--- config.mk ---
export PLATFORM = sky130hd
export DESIGN_NAME = layer_ringbuf_rdport_flat
export DESIGN_NICKNAME = d
export VERILOG_FILES = /design/src/rtl/layer_ringbuf_rdport_pkg.sv /design/src/rtl/layer_ringbuf_rdport_if.sv /design/src/rtl/layer_ringbuf_rdport_vec_snapshot_reg.sv /design/src/rtl/layer_ringbuf_rdport.sv /design/src/flat_wrapper.sv
export SDC_FILE = /design/constraint.sdc
export NUM_CORES = 2
export LEC_CHECK = 0
export BUFFER_PORTS_ARGS = -buffer_cell sky130_fd_sc_hd__buf_2
export CORE_AREA = 4 4 261 263
export CTS_BUF_LIST = sky130_fd_sc_hd__clkbuf_8
export DETAILED_ROUTE_END_ITERATION = 8
export DIE_AREA = 0 0 265 267
export HOLD_SLACK_MARGIN = 0.15
export PLACE_DENSITY = 0.68
export SLEW_MARGIN = 15
export SYNTH_ARGS = -nofsm -noshare
export SYNTH_HDL_FRONTEND = slang
export SYNTH_HIERARCHICAL = 1
export SYNTH_SLANG_ARGS = --single-unit
--- constraint.sdc ---
create_clock -name clk -period 1.98 [get_ports clk]
set_input_delay 0.396 -clock clk [delete_from_list [all_inputs] [get_ports clk]]
set_output_delay 0.396 -clock clk [all_outputs]
set_load 0.02 [all_outputs]
--- src/rtl/layer_ringbuf_rdport_pkg.sv ---
// Shared types and constants for the layer input-history ringbuffer read port.
// F_NBITS mirrors the field arithmetic word width used by the prover datapath.
package layer_ringbuf_rdport_pkg;

   localparam int F_NBITS = 64;
   localparam int ID_W    = 32;

   typedef enum logic [2:0] {
      IDLE,
      CHECK,
      STREAM,
      ERR,
      DONE
   } rd_state_t;

   // Word-index width: never narrower than one bit, even for a single-word layer.
   function automatic int iw_f(input int n);
      return (n <= 1) ? 1 : $clog2(n);
   endfunction

endpackage

--- src/rtl/layer_ringbuf_rdport_if.sv ---
// Prover-facing request/stream bundle of the ringbuffer read port.
// The master is the prover layer; the slave is the read port.
interface layer_ringbuf_rdport_if #(parameter int ninputs = 8);
   import layer_ringbuf_rdport_pkg::*;

   localparam int IW = iw_f(ninputs);

   logic               req;
   logic [ID_W-1:0]    req_id;
   logic               req_rdy;
   logic               abort;
   logic               w_valid;
   logic               w_ready;
   logic [F_NBITS-1:0] w_data;
   logic [IW-1:0]      w_idx;
   logic               w_last;
   logic               done;
   logic               err;
   logic [ID_W-1:0]    err_id;

   modport master (
      output req, req_id, abort, w_ready,
      input  req_rdy, w_valid, w_data, w_idx, w_last, done, err, err_id
   );

   modport slave (
      input  req, req_id, abort, w_ready,
      output req_rdy, w_valid, w_data, w_idx, w_last, done, err, err_id
   );

endinterface

--- src/rtl/layer_ringbuf_rdport_vec_snapshot_reg.sv ---
// Load-enabled bank of ninputs field words with synchronous clear and an
// indexed read mux; holds the vector the port streams out.
module layer_ringbuf_rdport_vec_snapshot_reg
   import layer_ringbuf_rdport_pkg::*;
#(
   parameter int ninputs = 8,
   parameter int IW      = 3
) (
   input  logic                            clk,
   input  logic                            rst,
   input  logic                            load,
   input  logic [ninputs-1:0][F_NBITS-1:0] d,
   input  logic [IW-1:0]                   rd_idx,
   output logic [F_NBITS-1:0]              rd_data
);

   logic [ninputs-1:0][F_NBITS-1:0] mem_q;

   always_ff @(posedge clk) begin
      if (rst) begin
         mem_q <= '0;
      end else if (load) begin
         mem_q <= d;
      end
   end

   // Compare-based mux keeps the index width independent of ninputs being a power of two.
   always_comb begin
      rd_data = '0;
      for (int i = 0; i < ninputs; i++) begin
         if (rd_idx == IW'(i)) begin
            rd_data = mem_q[i];
         end
      end
   end

endmodule

--- src/rtl/layer_ringbuf_rdport.sv ---
// Prover-side read port for one layer's input ringbuffer: snapshot, id check,
// word-serial stream, then one advance strobe per completed read.
module layer_ringbuf_rdport
   import layer_ringbuf_rdport_pkg::*;
#(
   parameter int ninputs   = 8,
   parameter int layer_num = 0
) (
   input  logic                            clk,
   input  logic                            rst,
   input  logic [ninputs-1:0][F_NBITS-1:0] v_pl,
   input  logic [ID_W-1:0]                 id_pl,
   output logic                            buf_adv,
   layer_ringbuf_rdport_if.slave           pif
);

   localparam int            IW       = iw_f(ninputs);
   localparam logic [IW-1:0] LAST_IDX = IW'(ninputs - 1);

   if (ninputs < 1 || layer_num < 0) begin : g_param_check
      $error("layer_ringbuf_rdport: ninputs must be >= 1 and layer_num >= 0");
   end

   rd_state_t          state_q, state_d;
   logic [IW-1:0]      idx_q, idx_d;
   logic [ID_W-1:0]    req_id_q, snap_id_q, err_id_q;
   logic               load;
   logic               mismatch;
   logic               streaming;
   logic               at_last;
   logic [F_NBITS-1:0] rd_word;

   layer_ringbuf_rdport_vec_snapshot_reg #(
      .ninputs (ninputs),
      .IW      (IW)
   ) u_snap (
      .clk     (clk),
      .rst     (rst),
      .load    (load),
      .d       (v_pl),
      .rd_idx  (idx_q),
      .rd_data (rd_word)
   );

   assign mismatch  = (snap_id_q != req_id_q);
   assign streaming = (state_q == STREAM);
   assign at_last   = (idx_q == LAST_IDX);

   always_ff @(posedge clk) begin
      if (rst) begin
         state_q   <= IDLE;
         idx_q     <= '0;
         req_id_q  <= '0;
         snap_id_q <= '0;
         err_id_q  <= '0;
      end else begin
         state_q <= state_d;
         idx_q   <= idx_d;
         if (load) begin
            req_id_q  <= pif.req_id;
            snap_id_q <= id_pl;
         end
         // Captured on entry to ERR so err_id is already valid while err pulses.
         if (state_q == CHECK && !pif.abort && mismatch) begin
            err_id_q <= snap_id_q;
         end
      end
   end

   always_comb begin
      state_d = state_q;
      idx_d   = idx_q;
      load    = 1'b0;
      unique case (state_q)
         IDLE: begin
            if (pif.req) begin
               load    = 1'b1;
               idx_d   = '0;
               state_d = CHECK;
            end
         end
         CHECK: begin
            idx_d = '0;
            if (pif.abort)     state_d = IDLE;
            else if (mismatch) state_d = ERR;
            else               state_d = STREAM;
         end
         STREAM: begin
            // Abort beats a coincident final handshake: that word counts as unread.
            if (pif.abort) begin
               idx_d   = '0;
               state_d = IDLE;
            end else if (pif.w_ready) begin
               if (at_last) begin
                  idx_d   = '0;
                  state_d = DONE;
               end else begin
                  idx_d = idx_q + 1'b1;
               end
            end
         end
         ERR:     state_d = IDLE;
         DONE:    state_d = IDLE;
         default: state_d = IDLE;
      endcase
   end

   assign pif.req_rdy = (state_q == IDLE) && !rst;
   assign pif.w_valid = streaming;
   assign pif.w_data  = streaming ? rd_word : '0;
   assign pif.w_idx   = idx_q;
   assign pif.w_last  = streaming && at_last;
   assign pif.done    = (state_q == DONE);
   assign pif.err     = (state_q == ERR);
   assign pif.err_id  = err_id_q;
   assign buf_adv     = (state_q == DONE);

endmodule

--- src/flat_wrapper.sv ---
// flat-port wrapper written by rule: the top's interface ports become plain ports
module layer_ringbuf_rdport_flat import layer_ringbuf_rdport_pkg::*;
#(
   parameter int ninputs   = 8,
   parameter int layer_num = 0
)
  (clk, rst, v_pl, id_pl, buf_adv, pif_req, pif_req_id, pif_abort, pif_w_ready, pif_req_rdy, pif_w_valid, pif_w_data, pif_w_idx, pif_w_last, pif_done, pif_err, pif_err_id);
  layer_ringbuf_rdport_if #(.ninputs(ninputs)) pif_i ();
  input  logic clk;
  input  logic rst;
  input  logic [ninputs-1:0][F_NBITS-1:0] v_pl;
  input  logic [ID_W-1:0] id_pl;
  output logic buf_adv;
  input wire logic [$bits(pif_i.req)-1:0] pif_req;
  input wire logic [$bits(pif_i.req_id)-1:0] pif_req_id;
  input wire logic [$bits(pif_i.abort)-1:0] pif_abort;
  input wire logic [$bits(pif_i.w_ready)-1:0] pif_w_ready;
  output wire logic [$bits(pif_i.req_rdy)-1:0] pif_req_rdy;
  output wire logic [$bits(pif_i.w_valid)-1:0] pif_w_valid;
  output wire logic [$bits(pif_i.w_data)-1:0] pif_w_data;
  output wire logic [$bits(pif_i.w_idx)-1:0] pif_w_idx;
  output wire logic [$bits(pif_i.w_last)-1:0] pif_w_last;
  output wire logic [$bits(pif_i.done)-1:0] pif_done;
  output wire logic [$bits(pif_i.err)-1:0] pif_err;
  output wire logic [$bits(pif_i.err_id)-1:0] pif_err_id;
  assign pif_i.req = pif_req;
  assign pif_i.req_id = pif_req_id;
  assign pif_i.abort = pif_abort;
  assign pif_i.w_ready = pif_w_ready;
  assign pif_req_rdy = pif_i.req_rdy;
  assign pif_w_valid = pif_i.w_valid;
  assign pif_w_data = pif_i.w_data;
  assign pif_w_idx = pif_i.w_idx;
  assign pif_w_last = pif_i.w_last;
  assign pif_done = pif_i.done;
  assign pif_err = pif_i.err;
  assign pif_err_id = pif_i.err_id;
  layer_ringbuf_rdport #(.ninputs(ninputs), .layer_num(layer_num)) u_core (.clk(clk), .rst(rst), .v_pl(v_pl), .id_pl(id_pl), .buf_adv(buf_adv), .pif(pif_i));
endmodule
==> impl_metrics.tcl <==
set metrics [dict create \
    crit_path_frequent_cell "buf_12" \
    hold_viol 0 \
    synth_area_per_cell_um2 9.504 \
    drt-pass1-iter-count 9 \
    crit_slowest_cell "dfxtp_4" \
    preCtsSetupSlack_ns -0.4148 \
    power_density_mw_per_mm2 738.0 \
    start_util_pct 41.79 \
    slew_viol_final 0 \
    post-route-drc-count 20 \
    fin_ws_ns -1.408 \
    worst_ir_drop_vdd_uv 710.3 \
    cts_tree "yes" \
    grt_max_degree 107 \
    synth-xor-area-share_pct 1.022 \
    synthesis.instances 2886 \
    skew_ns 0.07851 \
    drtAntennaViolNets 0 \
    path_class "reg2out" \
    wirelength_um 134200 \
    hold_path.class "in2reg" \
    leakage_nw 19.20 \
    cp-end-kind "output pin" \
    io_buffers 685 \
    crit_end "pif_w_data[14]" \
    fin_nets 4888 \
    synth-compound-area-share_pct 9.662 \
    grt-ovfl-total 0 \
    fin_cells 5278 \
    wire_per_inst_um 25.42 \
    relSlewSlack_pct 29.30 \
    io_pins 686 \
    antenna_found_initial 38 \
    synthAdderAreaFrac_pct 0.09124 \
    drv_cap 0 \
    fin_crit_sh_pct 171.1 \
    seq_area_frac_synth_pct 44.82 \
    reg2reg_depth 8 \
    die_area_mm2 0.07076 \
    cp-start-kind "flop" \
    clock_path_buffers 3 \
    hold_depth 3 \
    cts_buffers 105 \
    synth_mux_area_share_pct 22.85 \
    synth_simple_gate_area_share_pct 17.35 \
    clkLatencyLatePin_ns 0.76 \
    min_period_ns 3.388 \
    cp.arrival_ns 2.99 \
    timing.rr.start "u_core/state_q[1]" \
    vias 30590 \
    clock_sinks 614 \
    synth_seq_cells 614 \
    dp_cells 4380 \
    drive_gt1_share_pct 31.63 \
    cts-root-buf "clkbuf_8" \
    gp_congestion 0.9003 \
    synth_fp_nets 3469 \
    grt_pass1_wl_um 180900 \
    rr_endpoint "u_core/u_snap/mem_q[81]" \
    r2r_slack_ns -0.47 \
    setup_violations 108 \
    dpl_cell_area_mm2 0.03309 \
    yosysUniqueCellTypes 40 \
    area_growth_pct 60.54 \
    totalPowerFinal_mw 32.50 \
    cp.required_ns 1.58 \
    core.rowCount 94 \
    yosysWarnings 6 \
    max_stage_delay_ns 0.39 \
    critPathMaxFanout 18 \
    crit_path_cell_trace "buf_12 -> buf_12 -> or3b_4 -> a32o_2 -> a22oi_2 -> and2_4 -> buf_6" \
    rsz0062_at_grt "true" \
    fp.dieH_um 267 \
    grt_pass1_vias 30790 \
    tightest_slew_ns 1.057 \
    core_area_mm2 0.06563 \
    grt_use_total_pct 32.80 \
    die_x_um 265 \
    startpoint "u_core/pif.w_idx[1]" \
    violations "design-rule violations, negative setup slack" \
    avgViaCountPerCell 5.795 \
    dpl.hpwl_um 70430 \
    synth.cell_area_mm2 0.02743 \
    outcome "finished, violations left" \
    synth_top_family_by_area "multiplexers" \
    max_freq_ghz 0.2952 \
    final_area_mm2 0.04403 \
    drt_first_iter_violations 4030 \
    cts_max_level 3 \
    clkTransAtPathRegs_ns 0.07 \
]
-- synth_stat cells (all sizes together) --
cell      n  area (um^2)
a211oi    1        7.510
a21oi   130        661.9
a22o     12        105.1
a22oi   102        790.8
a32o     63        630.6
a32oi     3        26.28
and2     66        412.9
and3b     1        10.01
buf     115        631.9
clkbuf  137        519.3
dfxtp   614        12290
ha        2        25.02
inv       1        3.750
mux2     13        146.4
mux2i   607         6076
mux4      2        45.04
nand2   131        491.7
nand2b   77        481.7
nand4     8        50.05
nor2    516         1937
nor2b    53        331.6
nor3      2        10.01
nor3b     2        20.02
nor4     15        106.4
o21a      1        7.510
o21ai    63        315.3
o21bai   13        97.59
o31ai     1        7.510
or3b    102        893.4
or4b      1        13.76
xnor2    32        280.3
-- stage by stage --
stage | hold slack, ns | utilization, % | TNS (ns)
global route | 0.2222 | 67.03 | -70.80
CTS | 0.1681 | 65.04 | -65.74
global placement | 0.4541 | 50.42 | -20.28
finish | 0.2457 | 67.09 | -63.36
floorplan | 0.4488 | - | -2.906
detailed placement | 0.4591 | 50.42 | -21.08
-- metal layers --
layer	vias up	wire length [um]	part of all wire, %	track usage (%)
li1	12910	-	-	-
met1	14080	46010	34	36.89
met2	2544	59550	44	52.57
met3	1027	15120	11	9.836
met4	22	13310	9.9	24.74
met5	-	160	0.12	0
-- where the power goes --
part           switching [mW]  internal, mW
Clock                    5.71          6.19
Combinational            3.15          3.43
Sequential              0.707          13.3
Total                    9.57          22.9
-- cells by family after synthesis --
kind of cell / after synthesis
AO/OA/AOI/OAI: 389
flip-flops: 614
multiplexers: 622
adder cells (fa/ha/maj): 2
AND/OR/NAND/NOR: 974
buffers and inverters: 253
XOR/XNOR: 32
-- what timing repair did --
action                     CTS  global route
pin swaps                   55           125
setup endpoints to repair   73           378
hold endpoints to repair   582             0
cloned                      10            22
buffers inserted            46            35
hold buffers               582             0
resized for setup          293           173
-- sequential cells by signal, indices dropped and copies added (netlist names) --
signal / count
u_core/req_id_q: 32
u_core/snap_id_q: 32
u_core/pif.w_idx: 3
u_core/u_snap/mem_q: 512
u_core/state_q: 3
u_core/pif.err_id: 32
-- how the worst min path moves through the flow --
stage	end	slack, ns	from
2_1_floorplan	u_core/req_id_q[10]	0.45	u_core/req_id_q[10]
3_3_place_gp	u_core/req_id_q[12]	0.45	u_core/req_id_q[12]
3_5_place_dp	u_core/req_id_q[25]	0.46	u_core/req_id_q[25]
4_1_cts	u_core/u_snap/mem_q[32]	0.17	rst
5_1_grt	u_core/u_snap/mem_q[475]	0.22	rst
6_report	u_core/u_snap/mem_q[403]	0.25	rst
-- placed cells by master, fill, tap and decap left out, types with 56 or more instances in the layout --
| cell type | count |
|---|---|
| a21oi_1 | 124 |
| buf_4 | 149 |
| and2_4 | 66 |
| nor2_1 | 516 |
| clkbuf_8 | 126 |
| buf_12 | 61 |
| nand2b_1 | 77 |
| o21ai_0 | 56 |
| buf_2 | 611 |
| nand2_1 | 130 |
| or3b_1 | 59 |
| mux2i_1 | 600 |
| dlygate4sd3_1 | 582 |
| dfxtp_1 | 608 |
| buf_6 | 112 |
-- worst max-delay path, delay by kind of cell (launching register included) --
| family | cells | cell delay (ns) |
|---|---|---|
| AOI/OAI and AO/OA | 2 | 0.67 |
| and+or+nand+nor | 2 | 0.72 |
| buffers and inverters | 3 | 0.47 |
| DFF | 1 | 0.39 |
-- area by class of cell --
type                    count  area, um^2
clock inverters            55       367.9
well taps                 864        1081
clock buffers             126        1734
inverters                   1       16.27
multi-input cells        2019       14840
repair buffers           1564       13590
fillers                  4314       21600
diodes                     35       87.58
flip-flops and latches    614       12310
Note: power is estimated with default switching activity, not from simulation.
